===== config.mk =====
export PLATFORM = sky130hd
export DESIGN_NAME = mesm6_ifetch
export DESIGN_NICKNAME = d
export VERILOG_FILES = /design/src/rtl/mesm6_ifetch.sv
export SDC_FILE = /design/constraint.sdc
export NUM_CORES = 1
export LEC_CHECK = 0
export BUFFER_PORTS_ARGS = -buffer_cell sky130_fd_sc_hd__buf_2
export CORE_MARGIN = 4
export CORE_UTILIZATION = 58
export DETAILED_ROUTE_END_ITERATION = 7
export GPL_TIMING_DRIVEN = 1
export PLACE_DENSITY = 0.76
export SETUP_SLACK_MARGIN = 0.2
export SLEW_MARGIN = 0
export SYNTH_ARGS = -nofsm -noshare
export SYNTH_HDL_FRONTEND = slang
export SYNTH_SLANG_ARGS = --single-unit

===== constraint.sdc =====
create_clock -name clk -period 3.39 [get_ports clk]
set_input_delay 0.339 -clock clk [delete_from_list [all_inputs] [get_ports clk]]
set_output_delay 0.339 -clock clk [all_outputs]
set_load 0.05 [all_outputs]

===== src/rtl/mesm6_ifetch.sv =====
`default_nettype none
// +----------------------------------------------------------------------+
// | mesm6_ifetch                                                          |
// | Prefetch queue for the MESM-6 core: fetches words ahead of execution |
// | and hands 24-bit syllables to the decoder with their half-word PC.   |
// | Revision: 1.0                                                         |
// +----------------------------------------------------------------------+
module mesm6_ifetch #(
    parameter int DEPTH     = 4,
    parameter int ADDR_BITS = 15,
    parameter int WORD_BITS = 48
) (
    input  logic                   clk,
    input  logic                   reset,
    output logic                   ibus_fetch,
    output logic [ADDR_BITS-1:0]   ibus_addr,
    input  logic [WORD_BITS-1:0]   ibus_input,
    input  logic                   ibus_done,
    input  logic                   redirect,
    input  logic [ADDR_BITS:0]     redirect_pc,
    output logic                   op_valid,
    output logic [WORD_BITS/2-1:0] op_syl,
    output logic [ADDR_BITS:0]     op_pc,
    input  logic                   op_take
);

    localparam int C_PTR_BITS = $clog2(DEPTH);
    localparam int C_CNT_BITS = $clog2(DEPTH + 1);
    localparam int C_SYL_BITS = WORD_BITS / 2;
    localparam logic [C_CNT_BITS-1:0] C_DEPTH = C_CNT_BITS'(DEPTH);

    typedef enum logic [0:0] {
        ST_IDLE  = 1'b0,
        ST_FETCH = 1'b1
    } state_t;

    state_t                 state_q, state_d;
    logic [ADDR_BITS-1:0]   ibus_addr_q, ibus_addr_d;
    logic [ADDR_BITS-1:0]   fetch_addr_q, fetch_addr_d;
    logic [ADDR_BITS:0]     head_pc_q, head_pc_d;
    logic                   half_q, half_d;
    logic [C_PTR_BITS-1:0]  rd_q, rd_d;
    logic [C_PTR_BITS-1:0]  wr_q, wr_d;
    logic [C_CNT_BITS-1:0]  count_q, count_d;
    logic                   discard_q, discard_d;
    logic [WORD_BITS-1:0]   mem_q [DEPTH];

    logic                   w_inflight;
    logic                   w_done;
    logic                   w_take;
    logic                   w_push;
    logic                   w_pop;
    logic [WORD_BITS-1:0]   w_head_word;

    always_comb begin
        w_inflight   = (state_q == ST_FETCH);
        w_done       = w_inflight && ibus_done;
        w_take       = op_take && (count_q != '0);
        // A redirect overrides both the returning word and the consumer.
        w_push       = w_done && !discard_q && !redirect;
        w_pop        = w_take && half_q && !redirect;

        state_d      = state_q;
        ibus_addr_d  = ibus_addr_q;
        fetch_addr_d = fetch_addr_q;
        head_pc_d    = head_pc_q;
        half_d       = half_q;
        rd_d         = rd_q;
        wr_d         = wr_q;
        count_d      = count_q;
        discard_d    = discard_q;

        if (redirect) begin
            count_d      = '0;
            rd_d         = wr_q;
            head_pc_d    = redirect_pc;
            half_d       = redirect_pc[0];
            fetch_addr_d = redirect_pc[ADDR_BITS:1];
            discard_d    = w_inflight && !ibus_done;
        end else begin
            if (w_take) begin
                head_pc_d = head_pc_q + (ADDR_BITS+1)'(1);
                half_d    = !half_q;
                if (half_q) begin
                    rd_d = rd_q + C_PTR_BITS'(1);
                end
            end
            if (w_push) begin
                wr_d = wr_q + C_PTR_BITS'(1);
            end
            count_d = count_q + C_CNT_BITS'(w_push) - C_CNT_BITS'(w_pop);
            if (w_done) begin
                discard_d = 1'b0;
                // A dropped word leaves fetch_addr at the redirect target.
                if (!discard_q) begin
                    fetch_addr_d = fetch_addr_q + ADDR_BITS'(1);
                end
            end
        end

        // An open request is held until done; otherwise issue whenever the
        // queue will have room for the word once it returns.
        if (w_inflight && !w_done) begin
            state_d = ST_FETCH;
        end else if (count_d < C_DEPTH) begin
            state_d     = ST_FETCH;
            ibus_addr_d = fetch_addr_d;
        end else begin
            state_d = ST_IDLE;
        end
    end

    always_ff @(posedge clk) begin
        if (reset) begin
            state_q      <= ST_IDLE;
            ibus_addr_q  <= '0;
            fetch_addr_q <= '0;
            head_pc_q    <= '0;
            half_q       <= 1'b0;
            rd_q         <= '0;
            wr_q         <= '0;
            count_q      <= '0;
            discard_q    <= 1'b0;
        end else begin
            state_q      <= state_d;
            ibus_addr_q  <= ibus_addr_d;
            fetch_addr_q <= fetch_addr_d;
            head_pc_q    <= head_pc_d;
            half_q       <= half_d;
            rd_q         <= rd_d;
            wr_q         <= wr_d;
            count_q      <= count_d;
            discard_q    <= discard_d;
        end
    end

    always_ff @(posedge clk) begin
        if (w_push) begin
            mem_q[wr_q] <= ibus_input;
        end
    end

    assign w_head_word = mem_q[rd_q];
    assign ibus_fetch  = (state_q == ST_FETCH);
    assign ibus_addr   = ibus_addr_q;
    assign op_valid    = (count_q != '0);
    assign op_pc       = head_pc_q;
    assign op_syl      = half_q ? w_head_word[C_SYL_BITS-1:0]
                                : w_head_word[WORD_BITS-1:C_SYL_BITS];

endmodule
`default_nettype wire


# [After elaboration in Yosys (flattened, before gate mapping)]
# Memory sizes are Yosys's and may differ from the RTL's. A register that Yosys moved wholly into a read port is not among the register bits.
# Index checks and enable logic that the tools add are counted.
[classes] n_mux=20 n_reduce_logical=20 n_addsub=6 bitwise=2 order_cmp=1
[ops] op="15-bit two-way mux" n=3
[ops] op="16-bit two-way mux" n=2
[ops] op="24-bit two-way mux" n=1
[ops] op="16-bit by 1-bit adder with 16-bit output (second input constant)" n=1
[ops] op="15-bit by 1-bit adder with 15-bit output (second input constant)" n=1
[ops] op="2-bit two-way mux" n=5
[ops] op="1-bit logical AND" n=8
[ops] op="1-bit two-way mux" n=8
[ops] op="2-bit AND reduction" n=3
[ops] op="2-bit nonzero test" n=3
[ops] op="1-bit logical NOT" n=5
[ops] op="2-bit by 1-bit adder with 2-bit output (second input constant)" n=2
[ops] op="3-bit by 1-bit adder with 3-bit output" n=1
[ops] op="3-bit < comparator (second input constant)" n=1
[ops] op="3-bit two-way mux" n=1
[ops] op="3-bit nonzero test" n=1
[ops] op="3-bit by 1-bit subtractor with 3-bit output" n=1
[ops] op="1-bit NOT" n=2
[word_totals] wordCells=59 memories=1 inputBits=69 ff_bits=56 out_inout_bits=57 ram_bits=192
[mem_list] name="mem_q" depth=4 width=48 rd=1 rd_clocked_by_memory_dff=1 write_ports=1 line_no="46" rtl="logic [WORD_BITS-1:0] mem_q [DEPTH];"

# [Longest topological paths before layout]
# Gate-level depths: netlist (run 1).
[depth] word_depth=9 depth_mapped=15 mapped_depth_nobuf=13

# [Worst setup path after synthesis (run 1)]
# Ideal clock, no wire load.
[synth_path] path_type="register to register" start="register state_q (netlist: ibus_fetch)" end="register ibus_addr_q[11] (netlist: ibus_addr[11])" t_required_ns=3.260 period_less_slack_ns=2.990 path_stages_with_launch=15 slack_ns=0.400 n_path_buf=1 setup_time_ns=0.130 arrival_time_ns=2.860 cell_sequence="dfxtp_1 > nand3b_4 > nor2_1 > inv_1 > ha_1 > inv_1 > ha_1 > inv_1 > fa_1 > xor3_1 > nand2_4 > nand2_8 > buf_2 > nand3_1 > o41ai_2"
[synth_between] elab_chain_cells=8 elab_cells_between_ends=13 cone_classes="2 x add/sub; 1 x order compare; 3 x mux; 1 x bitwise; 6 x reduce/logical"
[synth_lines] item="from (decl)" line_no="37" rtl="state_t state_q, state_d;"
[synth_lines] item="from (signal assigned)" line_no="125" rtl="state_q <= state_d;"
[synth_lines] item="1-bit logical AND" line_no="57" rtl="w_done = w_inflight && ibus_done;"
[synth_lines] item="1-bit logical AND (2 in series)" line_no="60" rtl="w_push = w_done && !discard_q && !redirect;"
[synth_lines] item="3-bit by 1-bit adder with 3-bit output" line_no="91" rtl="count_d = count_q + C_CNT_BITS'(w_push) - C_CNT_BITS'(w_pop);"
[synth_lines] item="3-bit by 1-bit subtractor with 3-bit output" line_no="91"
[synth_lines] item="3-bit two-way mux" line_no="73" rtl="if (redirect) begin"
[synth_lines] item="3-bit < comparator" line_no="105" rtl="end else if (count_d < C_DEPTH) begin"
[synth_lines] item="2-bit AND reduction (no line)"
[synth_lines] item="to (signal assigned)" line_no="126" rtl="ibus_addr_q <= ibus_addr_d;"
[synth_lines] item="to (decl)" line_no="38" rtl="logic [ADDR_BITS-1:0] ibus_addr_q, ibus_addr_d;"
# Several ways; a longest one is shown, not always the timed one.
# A chain may end at the register's enable or synchronous reset.

# [Worst setup path in the final report (run 1)]
[layout_path] start="register count_q[1]" end="register ibus_addr_q[0] (netlist: ibus_addr[0])"
[layout_between] elab_chain_cells=8 elab_cells_between_ends=9 cone_classes="2 x add/sub; 1 x order compare; 1 x mux; 5 x reduce/logical"
[layout_lines] item="from (decl)" line_no="44" rtl="logic [C_CNT_BITS-1:0] count_q, count_d;"
[layout_lines] item="from (signal assigned)" line_no="132" rtl="count_q <= count_d;"
[layout_lines] item="parallel branches: the longest is 4 deep, another holds 3-bit by 1-bit adder with 3-bit output"
[layout_lines] item="3-bit by 1-bit subtractor with 3-bit output (*)" line_no="91"
[layout_lines] item="3-bit two-way mux (*)" line_no="73"
[layout_lines] item="3-bit < comparator (*)" line_no="105"
[layout_lines] item="2-bit AND reduction (no line) (*)"
# Mark *: on every way between the ends.

==> results of run 1 <==
-- kinds of logic (layout without fill, tap and decap cells) --
family                   after synthesis  count (layout)  share of synthesized area [%]
XOR/XNOR                              28              28                           2.59
flip-flops                           250             250                           68.8
AND/OR/NAND/NOR                      116             116                           6.63
AO/OA/AOI/OAI                         67              67                           4.82
adder cells (fa/ha/maj)                9               9                           1.19
buffers and inverters                 43             196                           2.05
multiplexers                          76              76                           13.9
-- flip-flops by register name, summed over array words and instances, names as in the netlist, named ones only --
register      count
wr_q              2
ibus_addr        15
ibus_fetch        1
mem_q           192
discard_q         1
rd_q              2
half_q            1
fetch_addr_q     15
op_pc            16
count_q           3
-- routing by layer --
metal | part of all wire (%) | up-vias
li1 | - | 2583
met1 | 41 | 2816
met2 | 51 | 162
met3 | 5.8 | 36
met4 | 1.8 | 4
met5 | 0.13 | -
-- path summary, 6_finish.rpt --
kind / from / to / cells after the start
max: count_q[1]$_SDFF_PP0_ / ibus_addr[0]$_SDFFE_PP0P_ / 14
min reg2reg: ibus_addr[8]$_SDFFE_PP0P_ / ibus_addr[8]$_SDFFE_PP0P_ / 2
min: ibus_input[47] / mem_q[0][47]$_DFFE_PP_ / 1
max reg2reg: count_q[1]$_SDFF_PP0_ / ibus_addr[0]$_SDFFE_PP0P_ / 14
-- Yosys cell counts, types with 2 or more instances --
cell / number
a211oi_1: 3
a21boi_0: 3
a21boi_1: 4
a21o_1: 2
a21oi_1: 9
a311oi_1: 2
a31oi_1: 2
and2_1: 2
and3_1: 11
buf_1: 3
buf_2: 7
buf_4: 2
clkbuf_1: 15
clkinv_1: 2
dfxtp_1: 58
edfxtp_1: 192
ha_1: 8
inv_1: 11
mux2_2: 24
mux2i_1: 3
mux4_2: 48
nand2_1: 19
nand3_1: 21
nand4_1: 6
nor2_1: 29
nor2b_1: 2
nor3_1: 7
o211a_1: 2
o21a_1: 12
o21ai_0: 7
o21ai_1: 7
o22ai_1: 2
o31ai_1: 3
or2_1: 2
or3_1: 2
xnor2_1: 18
xor2_1: 9
-- where the power goes --
group	switching (mW)	internal, mW	total, mW
combinational	0.420	0.224	0.645
clock	1.07	1.54	2.61
sequential	0.0629	3.36	3.43
total	1.55	5.13	6.69
-- metrics by stage --
step | power, mW | hold WS, ps
floorplan | 3.94 | 438
global placement | 4.13 | 446
CTS | 6.75 | 22.1
global route | 6.94 | 33.9
detailed placement | 4.14 | 453
finish | 6.69 | 49.4
-- worst register-to-register path, stage by stage (launching register included) --
cell and delay [ps]:
dfxtp_1 380, o31a_1 310, buf_4 160, nand2_1 110, nor2_1 50, ha_1 270
inv_1 60, ha_1 130, inv_1 50, fa_1 370, xor3_1 250, nand2_4 160
nand2_8 150, or2_1 270, a21oi_1 110
-- final cells by class --
cell class              count  area [um^2]  share of cell area (%)
well taps                 220          275                    2.34
clock buffers              32          706                    6.01
multi-input cells         296         2930                    25.0
flip-flops and latches    250         6930                    59.0
inverters                  13         48.8                   0.415
repair buffers            138          761                    6.47
clock inverters            13         95.1                   0.809
==> flow_summary.toml, run 1 <==
[status]
status = "finished, final reports clean"

[drt]
first_iter_violations = 359
vias = 5601
drc = 0
wl_per_cell_um = 20.7
avgViaCountPerCell = 5.82
wl_mm = 19.9
first_pass_iters = 4
ant_nets = 0

[clock_tree]
cts_sinks = 250
cts_setup_buffers = 0
max-clock-path-buffers = 3
cts_max_level = 1
cts_made_buffers = 25
cts-hold-fix-buffers = 0
cts_resized = 0
clk_pin_slew_worst_paths_ps = 60
cts-root-buf = "clkbuf_16"
insertion_delay_ps = 500
tritoncts = "done"

[flow_run]
maxCapViolCount = 0

[setup_path]
rrSetupSlack_ps = 510
required_ps = 3820
crit_buf_inv = 3
critPathSlowestCell = "dfxtp_1"
cp_top_family = "adder cells"
cp-start-kind = "flop"
worst_ep_arrival_time_ps = 3320
path_class = "reg2reg"
slowest_delay_ps = 380
path_cells = "o31a_1 > buf_4 > nand2_1 > nor2_1 > ha_1 > inv_1 > ha_1 > inv_1 > fa_1 > xor3_1 > nand2_4 > nand2_8 > or2_1 > a21oi_1"
crit_fanout = 25
worstSetupEndpointType = "flop"

[logic_synthesis]
synth-seq-cells = 250
async_flop_share_pct = 0
syn_avg_cell_area_um2 = 17.1
synthFlopType = "edfxtp_1"
syn_area_um2 = 10100
syn_nets = 667
yosys.cell_types.count = 67
synth_area_leaders = "edfxtp_1, dfxtp_1, mux4_2, mux2_2, xnor2_1"
syn_inst = 589
yosys.area.top_type = "edfxtp_1"
ys_warn_count = 0
synth_top_area_share_pct = 57.3
synth-seq-area-share_pct = 68.8
synth_edf_count = 192

[global_routing]
met1_usage_pct = 27.6
grt_max_degree = 49
grt-ovfl-total = 0
grt_pass1_vias = 5865
met2_usage_pct = 34.7
busiest_layer = "met2"
grt_usage_pct = 20.5
antenna_found_initial = 2
grtUsageMet3_pct = 4.46
grt_pass1_wl_mm = 31.8

[final_layout]
final_common_cell = "edfxtp_1"
num_antenna_cells = 0
layout_common_cells = "edfxtp_1, buf_2, dfxtp_1"
finalCoreUtilization_pct = 69.9
drive_above_1_share_pct = 36.7
postLayoutCellArea_um2 = 11800
stdcell_count = 962
final_nets = 802
fillCellCount = 1174
synthToLayoutAreaGrowth_pct = 16.8

[power_and_ir_drop]
p_leak_nw = 4.19
cellPowerDensity_nw_per_um2 = 569
ir_drop_uv = 447

[sta]
timing.final.crit_share_pct = 85.0
fin_setup_tns_ps = 0
rsz0062_at_grt = "no"
finClkSkew_ps = 8.11
finalWorstSetupSlack_ps = 507
min_period_ps = 2880
hold_viol = 0
timing.fmax_mhz = 347
setup_viol = 0
slew_headroom_pct = 52.9
max_slew.worst_pin.slew_ps = 706
finalMaxSlewViolations = 0

[floorplanning]
initial_core_util_pct = 59.8
die_x_um = 140
fp.dieArea_um2 = 19500
core_um2 = 16800
die_h_um = 140
io_pins = 126
num_rows = 47

[placement]
placed_area_um2 = 11000
dp_cells = 917
place_hpwl_mm = 13.2
port_buffers = 125
preCtsSetupSlack_ps = 520
place.gp.congestion = 0.911

[worst_hold_path]
hold_class = "in2reg"
(Power assumes the default switching activity.)
==> run 2: changes to the inputs <==
- ABC_AREA: default -> 1
- PLACE_DENSITY: 0.76 -> 0.75
- TNS_END_PERCENT: default -> 50
==> run 2 against run 1 <==
Net effect: area after synthesis rose by 4.7%; maximum frequency is 2.8% lower; clock power is 2% lower; sequential share of layout area decreased by 2.2 points; flip-flop and latch count unchanged; combinational power up 3.9%; largest power group unchanged; global-route usage grew 2.2 points; non-clock buffer count up 4; first-iteration DRC count increased by 70%; final area rose by 3.9%; sequential power about the same.
==> flow_summary.toml, run 2 <==
[flow_run]
maxCapViolCount = 0

[power_and_ir_drop]
cellPowerDensity_nw_per_um2 = 546
power_mw = 6.66
p_leak_nw = 4.77
ir_drop_uv = 417

[clock_tree]
clk_pin_slew_worst_paths_ps = 60
cts_made_buffers = 25
cts_setup_buffers = 0
cts-hold-fix-buffers = 0
cts-root-buf = "clkbuf_16"
tritoncts = "done"
cts_resized = 0
insertion_delay_ps = 520
cts_sinks = 250
cts_max_level = 1
max-clock-path-buffers = 3

[final_layout]
largest_reg_flops = 192
postLayoutCellArea_um2 = 12200
final_nets = 1217
synthToLayoutAreaGrowth_pct = 15.9
final_common_cell = "nor2_1"
drive_above_1_share_pct = 18.2
layout_common_cells = "nor2_1, edfxtp_1, nand2_1"
top_register = "mem_q"
finalCoreUtilization_pct = 68.2

[drt]
wl_mm = 23.4
first_pass_iters = 5
wl_per_cell_um = 16.8
vias = 7779
first_iter_violations = 611
drc = 0
ant_nets = 0
avgViaCountPerCell = 5.60

[worst_hold_path]
worstHoldPathCells = 1
hold_end = "mem_q[2][14]$_DFFE_PP_"
hold_class = "in2reg"
worstHoldStart = "ibus_input[14]"

[logic_synthesis]
synth_xor_area_share_pct = 0.332
synth_top_family_by_area = "simple AND/OR/NAND/NOR gates"
yosys.cell_types.count = 34
syn_inst = 1020
synthSimpleGateAreaFrac_pct = 17.3
synth-compound-area-share_pct = 10.3
synth.area.mux_share_pct = 0
synth_edf_count = 192
synth-seq-area-share_pct = 65.7
yosys.area.top_type = "edfxtp_1"
synthFlopType = "edfxtp_1"
synth_adder_area_share_pct = 1.14
synth_top_area_share_pct = 54.7
synth-seq-cells = 250
synth_area_leaders = "edfxtp_1, dfxtp_1, nor2_1, nand2_1, o32ai_1"
synthTopCellsByCount = "nor2_1, edfxtp_1, nand2_1, inv_1, dfxtp_1"
async_flop_share_pct = 0
syn_nets = 1098
yosysMostFrequentCell = "nor2_1"
syn_area_um2 = 10500
syn_avg_cell_area_um2 = 10.3
ys_warn_count = 0

[setup_path]
critPathSlowestCell = "dfxtp_2"
slowest_delay_ps = 820
rrSetupSlack_ps = 510
crit_fanout = 58
r2r_cells = 17
cp_top_family = "flip-flops"
required_ps = 3050
regToRegStartpoint = "count_q[1]$_SDFF_PP0_"
path_class = "reg2out"
cp-start-kind = "flop"
worst_ep_arrival_time_ps = 2630
path_cells = "buf_12 > nor2_1 > o32ai_1 > nand2_1 > nand2_1 > buf_2"
worstSetupEndpointType = "output pin"
crit_buf_inv = 2
cpMostUsedCell = "nand2_1"
r2r_end = "ibus_addr[2]$_SDFFE_PP0P_"

[floorplanning]
fp.dieArea_um2 = 20400
die_h_um = 143
io_pins = 126
num_rows = 49
die_x_um = 143
core_um2 = 17900
initial_core_util_pct = 58.9

[placement]
port_buffers = 125
placed_area_um2 = 11400
place.gp.congestion = 0.924
place_hpwl_mm = 14.7

[sta]
timing.fmax_mhz = 337
slew_headroom_pct = 43.4
fin_setup_tns_ps = 0
finClkSkew_ps = 11.1
holdWs_ps = 23.0
max_slew.worst_pin.slew_ps = 850
min_period_ps = 2970
timing.final.crit_share_pct = 87.5
rsz0062_at_grt = "no"
setup_viol = 0
hold_viol = 0
finalMaxSlewViolations = 0

[global_routing]
grt_pass1_vias = 7444
grt_pass1_wl_mm = 37.1
grt-ovfl-total = 0
grt_max_degree = 65
grt_usage_pct = 22.8
antenna_found_initial = 3

[status]
status = "finished, final reports clean"
[run 2: stage by stage]
stage,setup slack [ps],std cells
2_1_floorplan,-345,1020
3_3_place_gp,400,1341
3_5_place_dp,299,1341
4_1_cts,307,1386
5_1_grt,228,1388
6_report,424,1389
[run 2: kinds of logic (layout without fill, tap and decap cells)]
kind of cell	Yosys count	count (layout)
XOR/XNOR	4	4
other	0	3
flip-flops	250	250
adder cells (fa/ha/maj)	9	9
AO/OA/AOI/OAI	175	175
buffers and inverters	129	266
AND/OR/NAND/NOR	453	453
[run 2: layout make-up]
class / instances / area (um^2)
flip-flops and latches: 250 / 6930
fillers: 1362 / 5690
multi-input cells: 641 / 3100
repair buffers: 142 / 816
clock buffers: 30 / 656
inverters: 79 / 299
well taps: 229 / 287
clock inverters: 15 / 115
diodes: 3 / 7.51
[run 2: power breakdown]
part           leakage [nW]  internal, mW  switching [mW]
registers              2.21          3.36          0.0557
logic                  2.17         0.178           0.492
clock network         0.389          1.46            1.11
total                  4.77          5.01            1.66
[run 2: per-layer routing]
layer / wire (um) / vias to the layer above / track usage [%]
met3: 1850 / 40 / 4.82
met5: 7 / - / 0
met1: 10100 / 3723 / 32.0
met4: 478 / 2 / 7.30
met2: 11000 / 265 / 35.9
li1: - / 3749 / -
[run 2: how the worst max path moves through the flow]
stage	from	slack [ps]	cells past startpoint	to
2_1_floorplan	ibus_fetch$_SDFF_PP0_	-350	6	mem_q[0][0]$_DFFE_PP_
3_3_place_gp	ibus_done	400	17	ibus_addr[5]$_SDFFE_PP0P_
3_5_place_dp	ibus_done	300	17	ibus_addr[2]$_SDFFE_PP0P_
5_1_grt	count_q[1]$_SDFF_PP0_	230	17	ibus_addr[2]$_SDFFE_PP0P_
6_report	flop	420	6	op_syl[7]
4_1_cts	count_q[1]$_SDFF_PP0_	310	17	ibus_addr[2]$_SDFFE_PP0P_
[run 2: worst register-to-register path: cells and delay by family (launching register included)]
family / cells / cell delay [ps]
AOI/OAI and AO/OA: 2 / 440
adders and majority gates: 3 / 740
buffers and inverters: 4 / 340
DFF: 1 / 400
and+or+nand+nor: 8 / 870
